File: config.mk
export PLATFORM = sky130hd
export DESIGN_NAME = stream_mux_8to1
export DESIGN_NICKNAME = d
export VERILOG_FILES = /design/src/rtl/stream_mux_8to1.sv
export SDC_FILE = /design/constraint.sdc
export NUM_CORES = 1
export LEC_CHECK = 0
export CORE_MARGIN = 4
export CORE_UTILIZATION = 43
export CTS_CLUSTER_SIZE = 16
export DETAILED_ROUTE_END_ITERATION = 6
export GPL_ROUTABILITY_DRIVEN = 0
export PLACE_DENSITY = 0.75
export REMOVE_ABC_BUFFERS = 1
export SLEW_MARGIN = 20
export SYNTH_ARGS = -nofsm -noshare
export SYNTH_HDL_FRONTEND = slang
export SYNTH_SLANG_ARGS = --single-unit
export TNS_END_PERCENT = 50
File: constraint.sdc
create_clock -name clk -period 4.35 [get_ports clk]
set_input_delay 0.87 -clock clk [delete_from_list [all_inputs] [get_ports clk]]
set_output_delay 0.87 -clock clk [all_outputs]
set_load 0.01 [all_outputs]
File: src/rtl/stream_mux_8to1.sv
// 8-to-1 valid/ready stream mux with round-robin arbitration.
// Registered output carries the beat and the index of its source channel.
module stream_mux_8to1 #(
  parameter int DW = 8
) (
  input  logic            clk,
  input  logic            rst_n,
  input  logic [7:0]      in_valid,
  input  logic [8*DW-1:0] in_data,
  output logic [7:0]      in_ready,
  output logic            out_valid,
  output logic [DW-1:0]   out_data,
  output logic [2:0]      out_sel,
  input  logic            out_ready
);

  logic [2:0] last_grant;
  logic [2:0] grant;
  logic [2:0] idx;
  logic       found;
  logic       load;

  // Scan starts just after the last winner; last_grant itself is checked last.
  always_comb begin
    grant = last_grant;
    found = 1'b0;
    idx   = last_grant;
    for (int k = 1; k <= 8; k++) begin
      idx = last_grant + 3'(k);
      if (!found && in_valid[idx]) begin
        grant = idx;
        found = 1'b1;
      end
    end
  end

  assign load     = rst_n && (!out_valid || out_ready) && (|in_valid);
  assign in_ready = load ? (8'(1) << grant) : 8'h00;

  always_ff @(posedge clk or negedge rst_n) begin
    if (!rst_n) begin
      out_valid  <= 1'b0;
      out_data   <= '0;
      out_sel    <= 3'd0;
      last_grant <= 3'd7;
    end else if (load) begin
      out_valid  <= 1'b1;
      out_data   <= in_data[grant*DW +: DW];
      out_sel    <= grant;
      last_grant <= grant;
    end else if (out_ready) begin
      out_valid  <= 1'b0;
    end
  end

endmodule
==> reports/qor.txt, run 1 <==
CP max FO: 6
final wirelength: 10200 µm
fin nets: 571
FP Rows: 29
largest delay contributor family on the critical path: multiplexers
CP Capture Type: primary output
CTS tree: built
dominant synthesized flop cell: dfrtp_1
Tcrit/Tclk final: 99.7%
ANT nets after route: 0
Final Instance Count excl. Fillers: 570
Seq/Total Area, Yosys: 13.6%
# setup viols final: 0
Global Route Usage Sum: 24.4%
critical path's slowest cell: dfstp_2
drt wl/cell: 17.8 µm
Area Overhead vs Synth: 52.7%
CTS Buffer Depth: 2
ys async rst share: 100%
clk slew on worst S/H paths: 60 ps
RSZ-0062 raised after global routing: true
CP peak stage delay: 540 ps
Period minus WS final: 4340 ps
global-route wire length before repair: 15500 µm
Fillers: 497
number of synthesized flops with an enable pin: 0
hold buffers post-CTS: 0
MaxCap Viol Count: 0
Worst Path Arrival: 3470 ps
worst rel slew slack: 70.8%
worst path cell trace: inv_2 -> ha_4 -> mux2_4 -> mux4_2 -> or2_4 -> buf_6 -> a311o_1 -> a22o_4 -> nor4_2 -> buf_2
DR iter-0 viols: 249
total CTS buffers: 3
vias in the first global route: 3184
worst hold path type: register to register
worst skew pair latency: 250 ps
max frequency: 231 MHz
vias per std cell: 6.11
Clock Skew: 3.35 ps
Worst setup SP type: register
First-pass DRT Iterations: 5
layout cells sized above 1: 25.2%
Synth area leaders: nand2_1, dfrtp_1, mux4_2
outcome: finished, final reports clean
die span in y: 88.6 µm
CTS root buf: clkbuf_8
initial antenna violation count: 0
port bufs: 94
critical path type: register to primary output
die width: 88.6 µm
synthesized flop and latch total: 15
Initial Utilization: 44.2%
# H-tree levels: 1
Post-Synthesis Cells: 368
core region area: 0.00631 mm²
Synth cell types: 55
Pins Over Slew Limit: 0
Slew @ Worst Pin: 428 ps
grt total ovfl: 0
die footprint: 0.00785 mm²
Final Util: 67.5%
number of diodes: 0
critical path data required time: 3480 ps
post-DP HPWL: 7440 µm
clock sink count: 15
syn_area_per_cell: 7.59 µm²
final count of hold timing violations: 0
Synth top area share: 12.5%
Synth area leader: nand2_1
Post-Syn Area: 0.00279 mm²
Placed Cells incl. Taps: 560
Remaining DRCs: 0
Ports: 95
via count: 3484
crit path buf inv count: 3
Final WS setup: 11.8 ps
dpl ws: -716 ps
largest net degree at the start of global routing: 36
Synth warnings: 0
## tightest hold or removal path: cells and delay by family (launching register included)
family          cells  cell delay, ps
flops               1             350
compound gates      1              60
simple gates        1              40
## synthesized netlist by cell type, drive strengths merged, types with 3 or more instances
master,number
nand2,93
a211oi,24
buf,24
and3,20
nor2,19
a22oi,18
nor3,14
mux4,13
dfrtp,12
clkbuf,10
mux2i,10
a2111oi,9
and2,9
o21ai,9
mux2,8
nand4b,8
o31ai,8
or3b,8
inv,5
nand3,4
nor4,4
a21oi,3
dfstp,3
nand2b,3
nor2b,3
o21a,3
xnor2,3
## repair_timing
action	CTS	global route
gates cloned	1	0
setup buffers	3	2
pin swaps	2	8
endpoints found under the setup margin	8	8
resized for setup	43	28
## cells in the final DEF, fill, tap and decap left out, types with 9 or more instances in the layout
| master | count |
|---|---|
| nor2_1 | 19 |
| and3_1 | 19 |
| a211oi_1 | 24 |
| mux4_2 | 13 |
| nor3_1 | 9 |
| a22oi_1 | 18 |
| clkdlybuf4s50_1 | 78 |
| dfrtp_1 | 12 |
| nand2_1 | 92 |
| buf_4 | 56 |
| and2_1 | 9 |
## routing by layer
| metal | GRT usage, % | part of all wire (%) | up-vias |
|---|---|---|---|
| met5 | 0 | 0 | - |
| met4 | 7.69 | 2.4 | 0 |
| met3 | 1.30 | 5.1 | 25 |
| met2 | 40.2 | 49 | 148 |
| met1 | 34.3 | 43 | 1673 |
| li1 | - | - | 1638 |
## kinds of logic after synthesis
family | synth area share [%]
adders and majority gates | 0.896
buffers and inverters | 7.71
xor gates and xnor gates | 1.25
DFF | 13.6
AOI/OAI and AO/OA | 25.9
and+or+nand+nor | 33.1
muxes | 17.6
## per-stage QoR
stage / area, µm² / hold WS [ps] / TNS (ps)
final: 4260 / 480 / 0
after global routing: 4260 / 518 / -209
after CTS: 4160 / 487 / -22.4
after detailed placement: 4060 / 473 / -4960
after global placement: 4060 / 464 / -4220
after floorplan: 2600 / 516 / -12790
## flip-flops by register name, indices dropped and copies added (netlist names)
signal and flops:
out_data 8, last_grant 3, out_sel 3, out_valid 1
## path summary, 6_finish.rpt
check	from	to	slack [ps]	cells past startpoint
setup / recovery	last_grant[0]	in_ready[2]	10	10
hold / removal	out_sel[0]	out_sel[0]	480	2
setup reg to reg	last_grant[0]	out_data[4]	550	13
hold reg to reg	out_sel[0]	out_sel[0]	480	2
max in group asynchronous	rst_n	last_grant[1]	3110	2
min in group asynchronous	rst_n	out_data[3]	990	2
## area by class of cell
cell class                      count  area (µm²)  area share, %
Sequential cell                    15         379           8.89
Multi-Input combinational cell    315        2350           55.1
Clock inverter                      1        5.00          0.117
Timing Repair Buffer              154        1380           32.2
Inverter                            5        18.8          0.440
Clock buffer                        3        41.3          0.968
Tap cell                           77        96.3           2.26
Power of run 1 is not shown: default switching activity piles up to over one toggle a cycle in this logic, so the estimate is an artifact.
==> run 2: changes to the inputs <==
CTS_CLUSTER_SIZE = 25   (was 16)
==> results of run 2 <==
The final DEF is identical to that of run 1; final timing and power are the same.
Power of run 2 is left out for the same reason.
==> RTL edit 1, RTL diff (flow settings as in run 2) <==
Set the parameter `DW` to 6 (it was 8).
--- a/src/rtl/stream_mux_8to1.sv
+++ b/src/rtl/stream_mux_8to1.sv
@@ -1,7 +1,7 @@
 // 8-to-1 valid/ready stream mux with round-robin arbitration.
 // Registered output carries the beat and the index of its source channel.
 module stream_mux_8to1 #(
-  parameter int DW = 8
+  parameter int DW = 6
 ) (
   input  logic            clk,
   input  logic            rst_n,
Ports: changed (resized in_data and out_data); port bits go from 95 to 77. No check against the original RTL was run, so the function may have changed too.
==> RTL edit 1 against run 2 <==
- cell area fell by 23%
- routed wire length fell by 26%
- sequential cell count fell by 2
- setup slack improved by 33 ps
- area after synthesis fell by 25%
- critical endpoint is now in_ready[5]
- largest cell class unchanged
Power is left out: the tool's default activity adds up to more than one toggle a clock period on the data nets, which glitch-free logic cannot reach.
==> RTL edit 1: results (changes against run 2) <==
Outcome
  – Status: completed

Critical path
  – R2r startpoint: last_grant[0]
  – Critical R2R Capture: out_data[0]
  – R2R setup slack: 640 ps (+90 ps)
  – Max stage delay cell, worst path: mux4_2
  – Worst-path fanout max: 5 (-1)
  – Startpoint Class: register
  – R2R cell count: 13 (unchanged)
  – CP arrival: 3440 ps (-30 ps)
  – Max stage delay on crit path: 560 ps (+20 ps)
  – Critical path's top delay family: compound AO/OA/AOI/OAI gates

Placement
  – Post-DP HPWL: 5500 um (-26%)
  – Port bufs: 76 (-19%)

Yosys
  – Synth top cells by count: 32 x o21ai_0, 14 x nand2_1, 13 x a21oi_1, 13 x mux4_2
  – Asr flop ratio synth: 100% (unchanged)
  – Most used DFF post-synth: dfrtp_1
  – Seq/Total Area, Yosys: 15.8% (+2.2 points)
  – Yosys Warn Count: 0 (unchanged)
  – Synth cell types: 53 (-3.6%)
  – Top cells by area, synth: mux4_2 14%, dfrtp_1 12%, o21ai_0 7.7%

Worst hold path
  – Hold depth: 2 (unchanged)
  – WHS Endpoint: out_sel[1]
  – Hold_sp: out_sel[1]

GRT
  – Pin count of the biggest net entering global routing: 25 (-31%)
  – Global-route wire length before repair: 11800 um (-24%)
  – Vias in the first global route: 2427 (-24%)
  – Initial antenna violation count: 0 (unchanged)
  – GRT Total Usage: 24.0% (-0.41 points)

Routing
  – Vias per cell: 6.54 (+6.9%)
  – First DRT Iteration DRCs: 336 (+35%)
  – WL/cell: 18.5 um (+3.5%)
  – 1st-pass router iterations: 6 (+1)

Cells and area
  – Ant. Diodes: 0 (unchanged)
  – Fill cell count: 361 (-27%)
  – Regs by FF count: out_data (6), last_grant (3), out_sel (3)
  – Layout cell share with drive strength beyond 1: 33.0% (+7.8 points)
  – Nets: 417 (-27%)

STA
  – Setup violations, final: 0 (unchanged)
  – Clock Skew: 3.03 ps (-0.311 ps)
  – Slew HR: 68.7% (-2.1 points)

Clock tree
  – Cts bufs inserted: 3 (unchanged)
  – CTS resizes: 48 (+12%)
  – Longest Clk Path Bufs: 2 (unchanged)
  – H-tree depth: 1 (unchanged)
  – Post-CTS Setup Repair Bufs: 7 (+4)
  – Clock Tree Root: clkbuf_8
  – Clock latency on the worst-skew pair: 240 ps
## RTL edit 1: cell types whose count changed after synthesis, sizes merged, moves of 13 or more
cell / run 2 / this run
nand2: 93 / 14
o21ai: 9 / 34
a211oi: 24 / 0
a22oi: 18 / 0
and3: 20 / 5
buf: 24 / 11
## RTL edit 1: stage by stage
step                area [um^2]  setup WS [ps]  hold slack [ps]  instances
detailed placement         3100           -598              473        393
global route               3300          -86.5              545        409
finish                     3300           44.6              485        409
floorplan                  1960           -408              516        222
global placement           3100           -497              471        393
CTS                        3220           20.3              491        404
## RTL edit 1: metal layers
layer,track usage (%),up-vias,wire (um)
met5,0,-,0
met4,4.63,0,134
met3,3.71,24,598
met2,38.9,160,3680
met1,33.8,1269,3150
li1,-,1220,-
## RTL edit 1: worst max path at each step
stage	endpoint	slack, ps
2_1_floorplan	in_ready[2]	-410
3_3_place_gp	in_ready[4]	-500
3_5_place_dp	in_ready[0]	-600
4_1_cts	in_ready[0]	20
5_1_grt	in_ready[5]	-90
6_report	in_ready[5]	40
## RTL edit 1: kinds of logic (layout without fill, tap and decap cells)
kind of cell / Yosys count / after routing / share of synthesized area (%)
multiplexers: 26 / 26 / 20.8
adder cells (fa/ha/maj): 2 / 2 / 1.20
AND/OR/NAND/NOR: 74 / 74 / 19.8
buffers and inverters: 29 / 139 / 6.73
AO/OA/AOI/OAI: 95 / 95 / 32.8
flip-flops: 13 / 13 / 15.8
XOR/XNOR: 6 / 6 / 2.89
## RTL edit 1: layout make-up
cell class,instances,share of cell area [%]
Multi-Input combinational cell,203,52.4
Tap cell,54,2.05
Clock buffer,4,1.37
Sequential cell,13,9.98
Timing Repair Buffer,129,33.5
Inverter,6,0.683
## RTL edit 1: worst min-delay path, cell delays in order, from the launching register on
cell and delay [ps]:
dfrtp_1 340, nand2_1 40, o21ai_0 60
==> RTL edit 2, RTL diff (flow settings as in run 2) <==
Made on the original files. Reset style: synchronous (`rst_n`), changed in one clocked block.
--- a/src/rtl/stream_mux_8to1.sv
+++ b/src/rtl/stream_mux_8to1.sv
@@ -37,7 +37,7 @@
   assign load     = rst_n && (!out_valid || out_ready) && (|in_valid);
   assign in_ready = load ? (8'(1) << grant) : 8'h00;
 
-  always_ff @(posedge clk or negedge rst_n) begin
+  always_ff @(posedge clk) begin
     if (!rst_n) begin
       out_valid  <= 1'b0;
       out_data   <= '0;
Formal check against the unedited RTL: differs if rst_n is asserted again (counterexample within 4 cycles, from zero or initial values and one cycle with rst_n low); with rst_n held inactive, the same outputs for 10 cycles.
==> RTL edit 2 against run 2 <==
- register-to-register slack worse by 30 ps
- sequential cell count unchanged
- setup slack better by 45 ps
- area after synthesis down 22%
- critical path depth up 3
- cell area down 9.5%
- synthesized cell count down 37%
- cell count down 21%
- via count down 25%
- global-route usage down 0.14 points
- routed wire length down 19%
==> RTL edit 2: results (changes against run 2) <==
Outcome
  – Status: completed

Yosys
  – Most used DFF post-synth: dfxtp_1
  – Asr flop ratio synth: 0% (-100 points)
  – Area share of the largest cell type after synthesis: 13.7% (+1.2 points)
  – Compound-cell area share of the yosys netlist: 15.5% (-10 points)
  – Multiplexer area fraction after synthesis: 41.9% (+24 points)
  – Synth cell types: 54 (-1.8%)
  – Synth top cells by count: 27 x nand2_1, 25 x mux2i_1, 15 x dfxtp_1, 13 x mux4_2, 11 x mux2_2
  – XOR/XNOR Fraction of Synth Area: 2.86% (+1.6 points)
  – Adder-cell share of the synthesized area: 1.14% (+0.25 points)
  – Top cells by area, synth: dfxtp_1 14%, mux4_2 13%, mux2i_1 11%
  – Seq/Total Area, Yosys: 13.7% (+0.14 points)

Routing
  – Vias: 2597 (-25%)
  – First DRT Iteration DRCs: 212 (-15%)
  – Top Layer Used: met4
  – Wire length on met1: 3120 um (-29%)
  – Routed wl met3: 496 um (-5.0%)
  – Routed WL: 8270 um (-19%)
  – Detail Route met2 WL: 4490 um (-10%)

Clock tree
  – Post-CTS Setup Repair Bufs: 8 (+5)
  – Longest Clk Path Bufs: 2 (unchanged)
  – CTS resizes: 69 (+60%)
  – Cts bufs inserted: 3 (unchanged)
  – H-tree depth: 1 (unchanged)
  – CTS clk-pin slew, worst paths: 60 ps (about the same)

Cells and area
  – Ant. Diodes: 0 (unchanged)
  – Most flops, register: out_data
  – Layout cell share with drive strength beyond 1: 40.9% (+16 points)
  – Nets: 459 (-20%)

Power
  – P_comb: 3.40 mW
  – Sequential share of power: 6.1%

Placement
  – Port bufs: 94 (unchanged)
  – Pre-CTS setup slack: -802 ps (-86.3 ps)
  – Post-DP HPWL: 6080 um (-18%)

STA
  – Slew HR: 47.6% (-23 points)
  – Clock Skew: 3.92 ps (+0.573 ps)

Critical path
  – Critical path's top delay family: compound AO/OA/AOI/OAI gates
  – Max stage delay on crit path: 380 ps (-160 ps)
  – Max stage delay cell, worst path: a32oi_4
  – R2R cell count: 15 (+2)
  – CP arrival: 3420 ps (-50 ps)

GRT
  – Global-route wire length before repair: 12000 um (-22%)
  – Met3 Track Usage GR: 3.85% (+2.6 points)
  – GRT Total Usage: 24.3% (-0.14 points)
  – Met1 Resource Use GR: 29.0% (-5.4 points)
  – Pin count of the biggest net entering global routing: 23 (-36%)
  – Met2 GRT Util: 43.0% (+2.8 points)

Worst hold path
  – Type of the worst min-delay path: reg -> reg
RTL edit 2: final timing paths:
kind | startpoint | endpoint | slack (ps)
worst max-delay path | last_grant[0] | in_ready[4] | 60
worst min-delay path | out_sel[2] | out_sel[2] | 450
worst max register to register | last_grant[0] | out_data[2] | 520
worst min register to register | out_sel[2] | out_sel[2] | 450
RTL edit 2: cell type report:
cell class	count	area, um^2
clock buffer	4	45.0
fill	297	960
inverter	8	43.8
multi-input combinational	189	1900
sequential	15	303
tap	67	83.8
timing repair buffer	165	1480
RTL edit 2: through the flow:
| step | instance area (um^2) | hold WS [ps] | TNS (ps) | instances | util, % |
|---|---|---|---|---|---|
| floorplan | 2080 | 467 | -5700 | 212 | - |
| global placement | 3530 | 429 | -5800 | 429 | 73.4 |
| detailed placement | 3530 | 443 | -6580 | 429 | 73.4 |
| CTS | 3700 | 450 | 0 | 441 | 76.8 |
| global route | 3860 | 460 | -230 | 448 | 80.1 |
| finish | 3860 | 450 | 0 | 448 | 80.1 |
